File: src/rtl/column_stream_writer.sv
// Column record FIFO and serialiser feeding the VGA column decoder with four 16-bit write beats per column.
// Short frames are padded with ceiling-only columns so the frame always holds exactly NCOLS columns.
module column_stream_writer #(
  parameter int unsigned DEPTH    = 16,
  parameter int unsigned BEAT_GAP = 0,
  parameter int unsigned NCOLS    = 640
) (
  input  logic        clk,
  input  logic        reset,
  input  logic        in_valid,
  output logic        in_ready,
  input  logic        in_sof,
  input  logic        in_side,
  input  logic [2:0]  in_tex_type,
  input  logic [5:0]  in_tex_col,
  input  logic [15:0] in_height,
  input  logic [15:0] in_top,
  input  logic [15:0] in_scale,
  output logic        write,
  output logic        chipselect,
  output logic [15:0] writedata,
  output logic [9:0]  col_count,
  output logic        frame_done,
  output logic        err_short,
  input  logic        err_clear
);

  localparam int unsigned AW = (DEPTH > 1) ? $clog2(DEPTH) : 1;
  localparam int unsigned CW = AW + 1;
  localparam int unsigned GW = $clog2(BEAT_GAP + 2);

  typedef struct packed {
    logic        side;
    logic [2:0]  tex_type;
    logic [5:0]  tex_col;
    logic [15:0] height;
    logic [15:0] top;
    logic [15:0] scale;
  } payload_t;

  typedef struct packed {
    logic     sof;
    payload_t pl;
  } rec_t;

  typedef enum logic [2:0] {IDLE, LOAD, BEAT, GAP, PAD} state_t;

  state_t          state_q, state_d;
  logic [1:0]      beat_q, beat_d;
  logic [GW-1:0]   gap_q, gap_d;
  logic            pad_q, pad_d;
  payload_t        rec_q, rec_d;
  rec_t            mem_q [DEPTH];
  logic [AW-1:0]   wr_ptr_q, wr_ptr_d, rd_ptr_q, rd_ptr_d;
  logic [CW-1:0]   count_q, count_d;
  logic            in_ready_q, in_ready_d;
  logic            write_q, write_d;
  logic [15:0]     writedata_q, writedata_d;
  logic [9:0]      col_count_q, col_count_d;
  logic            frame_done_q, frame_done_d;
  logic            err_short_q, err_short_d;

  logic            push, pop, fifo_ne, start_col, next_beat, err_set;
  rec_t            head, rec_in;
  logic [9:0]      col_bump;

  // Beat word for column position k; pad columns carry only a ceiling top.
  function automatic logic [15:0] beat_word(input payload_t p, input logic [1:0] k, input logic pad);
    logic [15:0] w;
    if (pad) begin
      w = (k == 2'd2) ? 16'h7FFF : 16'h0000;
    end else begin
      case (k)
        2'd0:    w = {6'b0, p.side, p.tex_type, p.tex_col};
        2'd1:    w = p.height;
        2'd2:    w = p.top;
        default: w = p.scale;
      endcase
    end
    return w;
  endfunction

  assign rec_in   = '{sof: in_sof, pl: '{side: in_side, tex_type: in_tex_type, tex_col: in_tex_col,
                                          height: in_height, top: in_top, scale: in_scale}};
  assign head     = mem_q[rd_ptr_q];
  assign fifo_ne  = (count_q != '0);
  assign push     = in_valid && in_ready_q;
  assign col_bump = (col_count_q == 10'(NCOLS - 1)) ? 10'd0 : col_count_q + 10'd1;

  always_comb begin
    state_d      = state_q;
    beat_d       = beat_q;
    gap_d        = gap_q;
    pad_d        = pad_q;
    rec_d        = rec_q;
    write_d      = 1'b0;
    writedata_d  = 16'h0000;
    col_count_d  = col_count_q;
    start_col    = 1'b0;
    next_beat    = 1'b0;
    err_set      = 1'b0;
    pop          = 1'b0;

    case (state_q)
      IDLE: if (fifo_ne) state_d = LOAD;
      LOAD: start_col = 1'b1;
      BEAT, PAD: begin
        if (BEAT_GAP == 0) begin
          if (beat_q == 2'd3) start_col = 1'b1;
          else                next_beat = 1'b1;
        end else begin
          state_d = GAP;
          gap_d   = '0;
        end
      end
      GAP: begin
        if (gap_q == GW'(BEAT_GAP - 1)) begin
          if (beat_q == 2'd3) start_col = 1'b1;
          else                next_beat = 1'b1;
        end else begin
          gap_d = GW'(gap_q + 1'b1);
        end
      end
      default: state_d = IDLE;
    endcase

    if (next_beat) begin
      beat_d      = beat_q + 2'd1;
      state_d     = pad_q ? PAD : BEAT;
      write_d     = 1'b1;
      writedata_d = beat_word(rec_q, beat_d, pad_q);
      if (beat_d == 2'd3) col_count_d = col_bump;
    end

    // Column boundary: a sof record arriving mid-frame stays queued while pad columns finish the frame.
    if (start_col) begin
      if (!fifo_ne) begin
        state_d = IDLE;
      end else if (head.sof && (col_count_q != 10'd0)) begin
        state_d     = PAD;
        pad_d       = 1'b1;
        beat_d      = 2'd0;
        write_d     = 1'b1;
        writedata_d = beat_word(head.pl, 2'd0, 1'b1);
        err_set     = !pad_q;
      end else begin
        pop         = 1'b1;
        rec_d       = head.pl;
        pad_d       = 1'b0;
        state_d     = BEAT;
        beat_d      = 2'd0;
        write_d     = 1'b1;
        writedata_d = beat_word(head.pl, 2'd0, 1'b0);
      end
    end

    frame_done_d = ((state_q == BEAT) || (state_q == PAD)) && (beat_q == 2'd3) && (col_count_q == 10'd0);
    err_short_d  = err_set ? 1'b1 : (err_clear ? 1'b0 : err_short_q);

    wr_ptr_d   = push ? AW'(wr_ptr_q + 1'b1) : wr_ptr_q;
    rd_ptr_d   = pop  ? AW'(rd_ptr_q + 1'b1) : rd_ptr_q;
    count_d    = CW'(count_q + CW'(push) - CW'(pop));
    in_ready_d = (count_d != CW'(DEPTH));
  end

  always_ff @(posedge clk) begin
    if (reset) begin
      state_q      <= IDLE;
      beat_q       <= 2'd0;
      gap_q        <= '0;
      pad_q        <= 1'b0;
      rec_q        <= '0;
      wr_ptr_q     <= '0;
      rd_ptr_q     <= '0;
      count_q      <= '0;
      in_ready_q   <= 1'b0;
      write_q      <= 1'b0;
      writedata_q  <= 16'h0000;
      col_count_q  <= 10'd0;
      frame_done_q <= 1'b0;
      err_short_q  <= 1'b0;
    end else begin
      state_q      <= state_d;
      beat_q       <= beat_d;
      gap_q        <= gap_d;
      pad_q        <= pad_d;
      rec_q        <= rec_d;
      wr_ptr_q     <= wr_ptr_d;
      rd_ptr_q     <= rd_ptr_d;
      count_q      <= count_d;
      in_ready_q   <= in_ready_d;
      write_q      <= write_d;
      writedata_q  <= writedata_d;
      col_count_q  <= col_count_d;
      frame_done_q <= frame_done_d;
      err_short_q  <= err_short_d;
      if (push) mem_q[wr_ptr_q] <= rec_in;
    end
  end

  assign in_ready   = in_ready_q;
  assign write      = write_q;
  assign chipselect = write_q;
  assign writedata  = writedata_q;
  assign col_count  = col_count_q;
  assign frame_done = frame_done_q;
  assign err_short  = err_short_q;

endmodule

File: config.mk
export PLATFORM = sky130hd
export DESIGN_NAME = column_stream_writer
export DESIGN_NICKNAME = d
export VERILOG_FILES = /design/src/rtl/column_stream_writer.sv
export SDC_FILE = /design/constraint.sdc
export NUM_CORES = 1
export LEC_CHECK = 0
export ABC_AREA = 1
export BUFFER_PORTS_ARGS = -buffer_cell sky130_fd_sc_hd__buf_2
export CAP_MARGIN = 0
export CORE_UTILIZATION = 30
export DETAILED_ROUTE_END_ITERATION = 12
export PLACE_DENSITY = 0.41
export SLEW_MARGIN = 40
export SYNTH_ARGS = -nofsm -noshare
export SYNTH_HDL_FRONTEND = slang
export SYNTH_SLANG_ARGS = --single-unit
File: constraint.sdc
create_clock -name clk -period 4.82 [get_ports clk]
set_clock_uncertainty 0.05 [all_clocks]
set_input_delay 0.482 -clock clk [delete_from_list [all_inputs] [get_ports clk]]
set_output_delay 0.482 -clock clk [all_outputs]
set_load 0.02 [all_outputs]
Yosys cells after proc, flatten, opt, wreduce, memory -nomap -nowiden
Memory sizes are Yosys's and may differ from the RTL's. A register that Yosys moved wholly into a read port is not among the register bits. Index checks and enable logic that the tools add are counted.

Bits in writable memories: 944. Output and inout port bits: 31. Input port bits: 63. Word-level logic and storage cells: 100. Memories: 1. Flip-flop bits (word level): 108.

Memory list: mem_q (words 16, bits a word 59, read ports 1, clocked after memory_dff 1, wr ports 1, line 53) `rec_t mem_q [DEPTH];`.

Multiplexer cells: 42. Equality and inequality tests: 12. Reductions and logical operators: 18. Bitwise gates (word level): 1. $add $sub $neg: 7.

Operator list (number): $mux W16 (4); $pmux W16 S3 (1); $mux W1 (20); $mux W10 (2); $mux W3 (6); $mux W15 (1); $add A10 B1 Y10 const B (1); $eq A10 B10 Y1 const B (1); $logic_not A10 Y1 (1); $reduce_bool A10 Y1 (1); $add A4 B1 Y4 const B (2); $mux W4 (2); $eq A2 B2 Y1 const B (3); $eq A3 B2 Y1 const B (2); $mux W2 (3); $pmux W3 S2 (1); $reduce_and A2 Y1 (3); $add A5 B1 Y5 (1); $ne A5 B5 Y1 const B (1); $reduce_bool A5 Y1 (1); $sub A5 B1 Y5 (1); $logic_and A1 B1 Y1 (4); $ne A4 B4 Y1 const B (1); $reduce_or A4 Y1 (1); 16 further kinds (16).

Logic depth before layout (Yosys ltp)
Depth after elaboration: 7. Mapped depth: 22.

Worst setup path before layout
Ideal clock, no wire load.

Path kind: in2reg. From: input port reset. To: memory mem_q[15][0] (netlist name) (enable). Cell stages on the path: 5. Slack: 0.606 ns. Data arrival time: 3.688 ns. Cells stage by stage: buf_2 > clkinv_1 > clkbuf_1 > nand3_1 > nor2_1.

Word-level cells in the longest chain between the ends: 2.

Ends and longest elaborated chain: start: declaration (line 9) `input logic reset,`; $mux W1 (line 167) `if (reset) begin`; $mux W1 (not written as such) (line 197) `if (push) mem_q[wr_ptr_q] <= rec_in;`; end: declaration (line 53).

No other way between the ends.

==> impl_metrics.csv <==
group,metric,value,unit
run_status,status,"finished, final reports clean",
grt,grt_antenna_before_repair,18,
timing,setup_tns,0,ns
synthesis,syn_avg_cell_area,12.6,µm²
timing,final_hold_viol_count,0,
setup_path,r2r_slack,1.22,ns
floorplan,fp.dieH,373,µm
drt,firstDrtPassIters,5,
timing,clock.fmax,278,MHz
drt,vias,26300,
setup_path,setup.worst_path.start_class,"flop",
synthesis,synth-edff-count,944,
synthesis,ys_warn_count,0,
synthesis,synth-seq-area-share,0.741,
floorplan,die_x,373,µm
setup_path,crit_path_end_kind,"flop",
timing,rsz0062_at_grt,"no",
drt,viasPerCell,5.05,
drt,wire_per_inst,24.6,µm
finish,area_delta_synth_final,15.4,%
clocking,root_buffer,"clkbuf_16",
grt,grt_pass1_vias,25900,
synthesis,async_flop_share,0,
worst_hold_path,min_path_type,"input pin to flop",
floorplan,core-area,136000,µm²
grt,grt_usage,0.182,
drt,final_antenna_net_count,0,
setup_path,cp_data_arrival_time,4.14,ns
clocking,clk_latency,0.74,ns
timing,post-route-period-util,0.746,
finish,drive_gt1_frac,0.106,
clocking,cts_sinks,1056,
timing,setup_viol,0,
drt,drt-initial-drc-count,2071,
grt,grt_max_degree,179,
synthesis,syn_area,41300,µm²
timing,worst_pin_slew,0.864,ns
synthesis,synthTopCellsByArea,"edfxtp_1 69%, o21ai_0 6.2%, dfxtp_1 5.4%",
drt,drc,0,
timing,drv_slew,0,
synthesis,synth_top_area_cell,"edfxtp_1",
pwr,peakVddDrop,273,µV
timing,period_needed,3.60,ns
clocking,cts.path.max_buffers,3,
drt,routed_wl,128,mm
synthesis,syn_inst,3272,
finish,nFillCells,13300,
synthesis,synth_cell_type_count,40,
place,io_buffer_count,93,
clocking,cts_tree,"built",
floorplan,initial_utilization,0.304,
clocking,clk_pin_slew_worst_paths,0.06,ns
timing,maxSlewHeadroom,0.424,
pwr,powerDensity,439,nW/µm²
synthesis,yosysTopAreaCellShare,0.686,
floorplan,io_pins,94,
place,gp_congestion,0.757,
setup_path,path_max_fanout,158,
finish,fin_nets,3398,
grt,overflow,0,
synthesis,synth_nets,3353,
clocking,h-tree-depth,3,
finish,final_core_util,0.350,
place,post-dp-hpwl,62.4,mm
pwr,leakagePower,15.6,nW
grt,grt_pass1_wl,186,mm
floorplan,dieArea,139000,µm²
setup_path,critPathRequiredTime,5.36,ns
setup_path,path_class,"flop to flop",
clocking,cts_buffers,117,
synthesis,synth_flop_cell,"edfxtp_1",
synthesis,synth-seq-cells,1056,
floorplan,rows,135,
job,maxCapViolCount,0,
power by group:
part	internal, mW	total, mW	switching [mW]
clock	5.16	8.88	3.72
combinational	0.455	1.76	1.31
sequential	10.1	10.2	0.107
kinds of logic after synthesis:
family	count (synthesis)	synth area share
AND/OR/NAND/NOR	1071	0.105
flip-flops	1056	0.741
XOR/XNOR	13	0.00276
adder cells (fa/ha/maj)	18	0.00564
AO/OA/AOI/OAI	845	0.117
buffers and inverters	269	0.0289
layout make-up:
class                           instances  area, µm²  share of cell area
Antenna cell                            1       2.50           0.0000525
Multi-Input combinational cell       1947       9630               0.202
Tap cell                             1781       2230              0.0468
Clock inverter                         67        634              0.0133
Sequential cell                      1056      30600               0.642
Timing Repair Buffer                  156       1180              0.0248
Clock buffer                          154       3180              0.0667
Inverter                               39        176             0.00370
what timing repair did:
item,in CTS,in global routing
gates resized for setup,0,0
buffers inserted,0,0
hold endpoints to repair,2,0
hold buffers,2,0
synth_stat cells (6+ instances only):
| library cell | n |
|---|---|
| edfxtp_1 | 944 |
| nor2_1 | 585 |
| o21ai_0 | 508 |
| nand2_1 | 268 |
| nand3_1 | 192 |
| clkbuf_1 | 152 |
| dfxtp_1 | 112 |
| o221ai_1 | 112 |
| o22ai_1 | 80 |
| o21ai_1 | 59 |
| a21oi_1 | 55 |
| buf_2 | 52 |
| inv_1 | 32 |
| o211ai_1 | 23 |
| ha_1 | 17 |
| buf_6 | 11 |
| xor2_1 | 10 |
| buf_4 | 9 |
| nand4_1 | 7 |
| nor3_1 | 7 |
| buf_1 | 6 |
placed cells by master (no fill, tap or decap), drive strengths merged, types with 2 or more instances in the layout:
cell	count
nor4	3
bufinv	10
a21oi	55
xor2	10
dfxtp	112
clkinvlp	6
buf	154
clkinv	46
o221ai	112
o22ai	80
clkbuf	154
ha	17
nor2	587
nor3	7
edfxtp	944
dlygate4sd3	2
inv	44
nand2	271
a31oi	2
a31o	2
nand4	7
xnor2	3
o211ai	23
o21ai	567
nand3	193
critical path, stage by stage, from the launching register on:
cell	delay, ns
dfxtp_4	0.66
inv_16	0.30
nand2_1	0.16
nand3_1	0.08
nand3_1	0.10
nand2_1	0.05
nand2_1	0.06
nand2_1	0.12
nand2_2	0.21
nand3_1	0.21
nand2_1	0.15
ha_1	0.18
inv_1	0.06
fa_1	0.43
o21ai_0	0.23
xor2_1	0.22
a41oi_1	0.15
worst paths after layout:
kind / end / startpoint / depth (start not counted)
max: in_ready / flop / 16
min: mem_q[15][14] / in_scale[14] / 1
max reg2reg: in_ready / flop / 16
min reg2reg: rec_q[35] / rec_q[35] / 2
stage by stage:
stage	cell area, µm²	hold WS, ns	power (mW)	worst slack, ns	cells
global route	47600	0.0605	21.7	0.962	5200
finish	47600	0.0791	20.9	1.22	5201
floorplan	41300	0.394	11.5	0.606	3272
CTS	47600	0.0236	21.2	1.21	5200
global placement	43700	0.412	12.2	1.22	4976
detailed placement	43800	0.417	12.2	1.23	4977
routing by layer:
| metal | track usage | up-vias | part of all wire | wire length, µm |
|---|---|---|---|---|
| met5 | 0 | - | 0.00034 | 44 |
| met4 | 0.0442 | 8 | 0.018 | 2300 |
| met3 | 0.0270 | 163 | 0.043 | 5500 |
| met2 | 0.283 | 538 | 0.45 | 57900 |
| met1 | 0.265 | 13400 | 0.49 | 62400 |
| li1 | - | 12200 | - | - |
sequential cells by signal (all words and copies together) (netlist names), 2 cells and up, named ones only:
name,cells
beat_q,2
col_count,10
count_q,5
mem_q,944
rd_ptr_q,4
rec_q,58
state_q,3
wr_ptr_q,4
writedata,16
No activity file was read; power rests on OpenSTA's default activity.
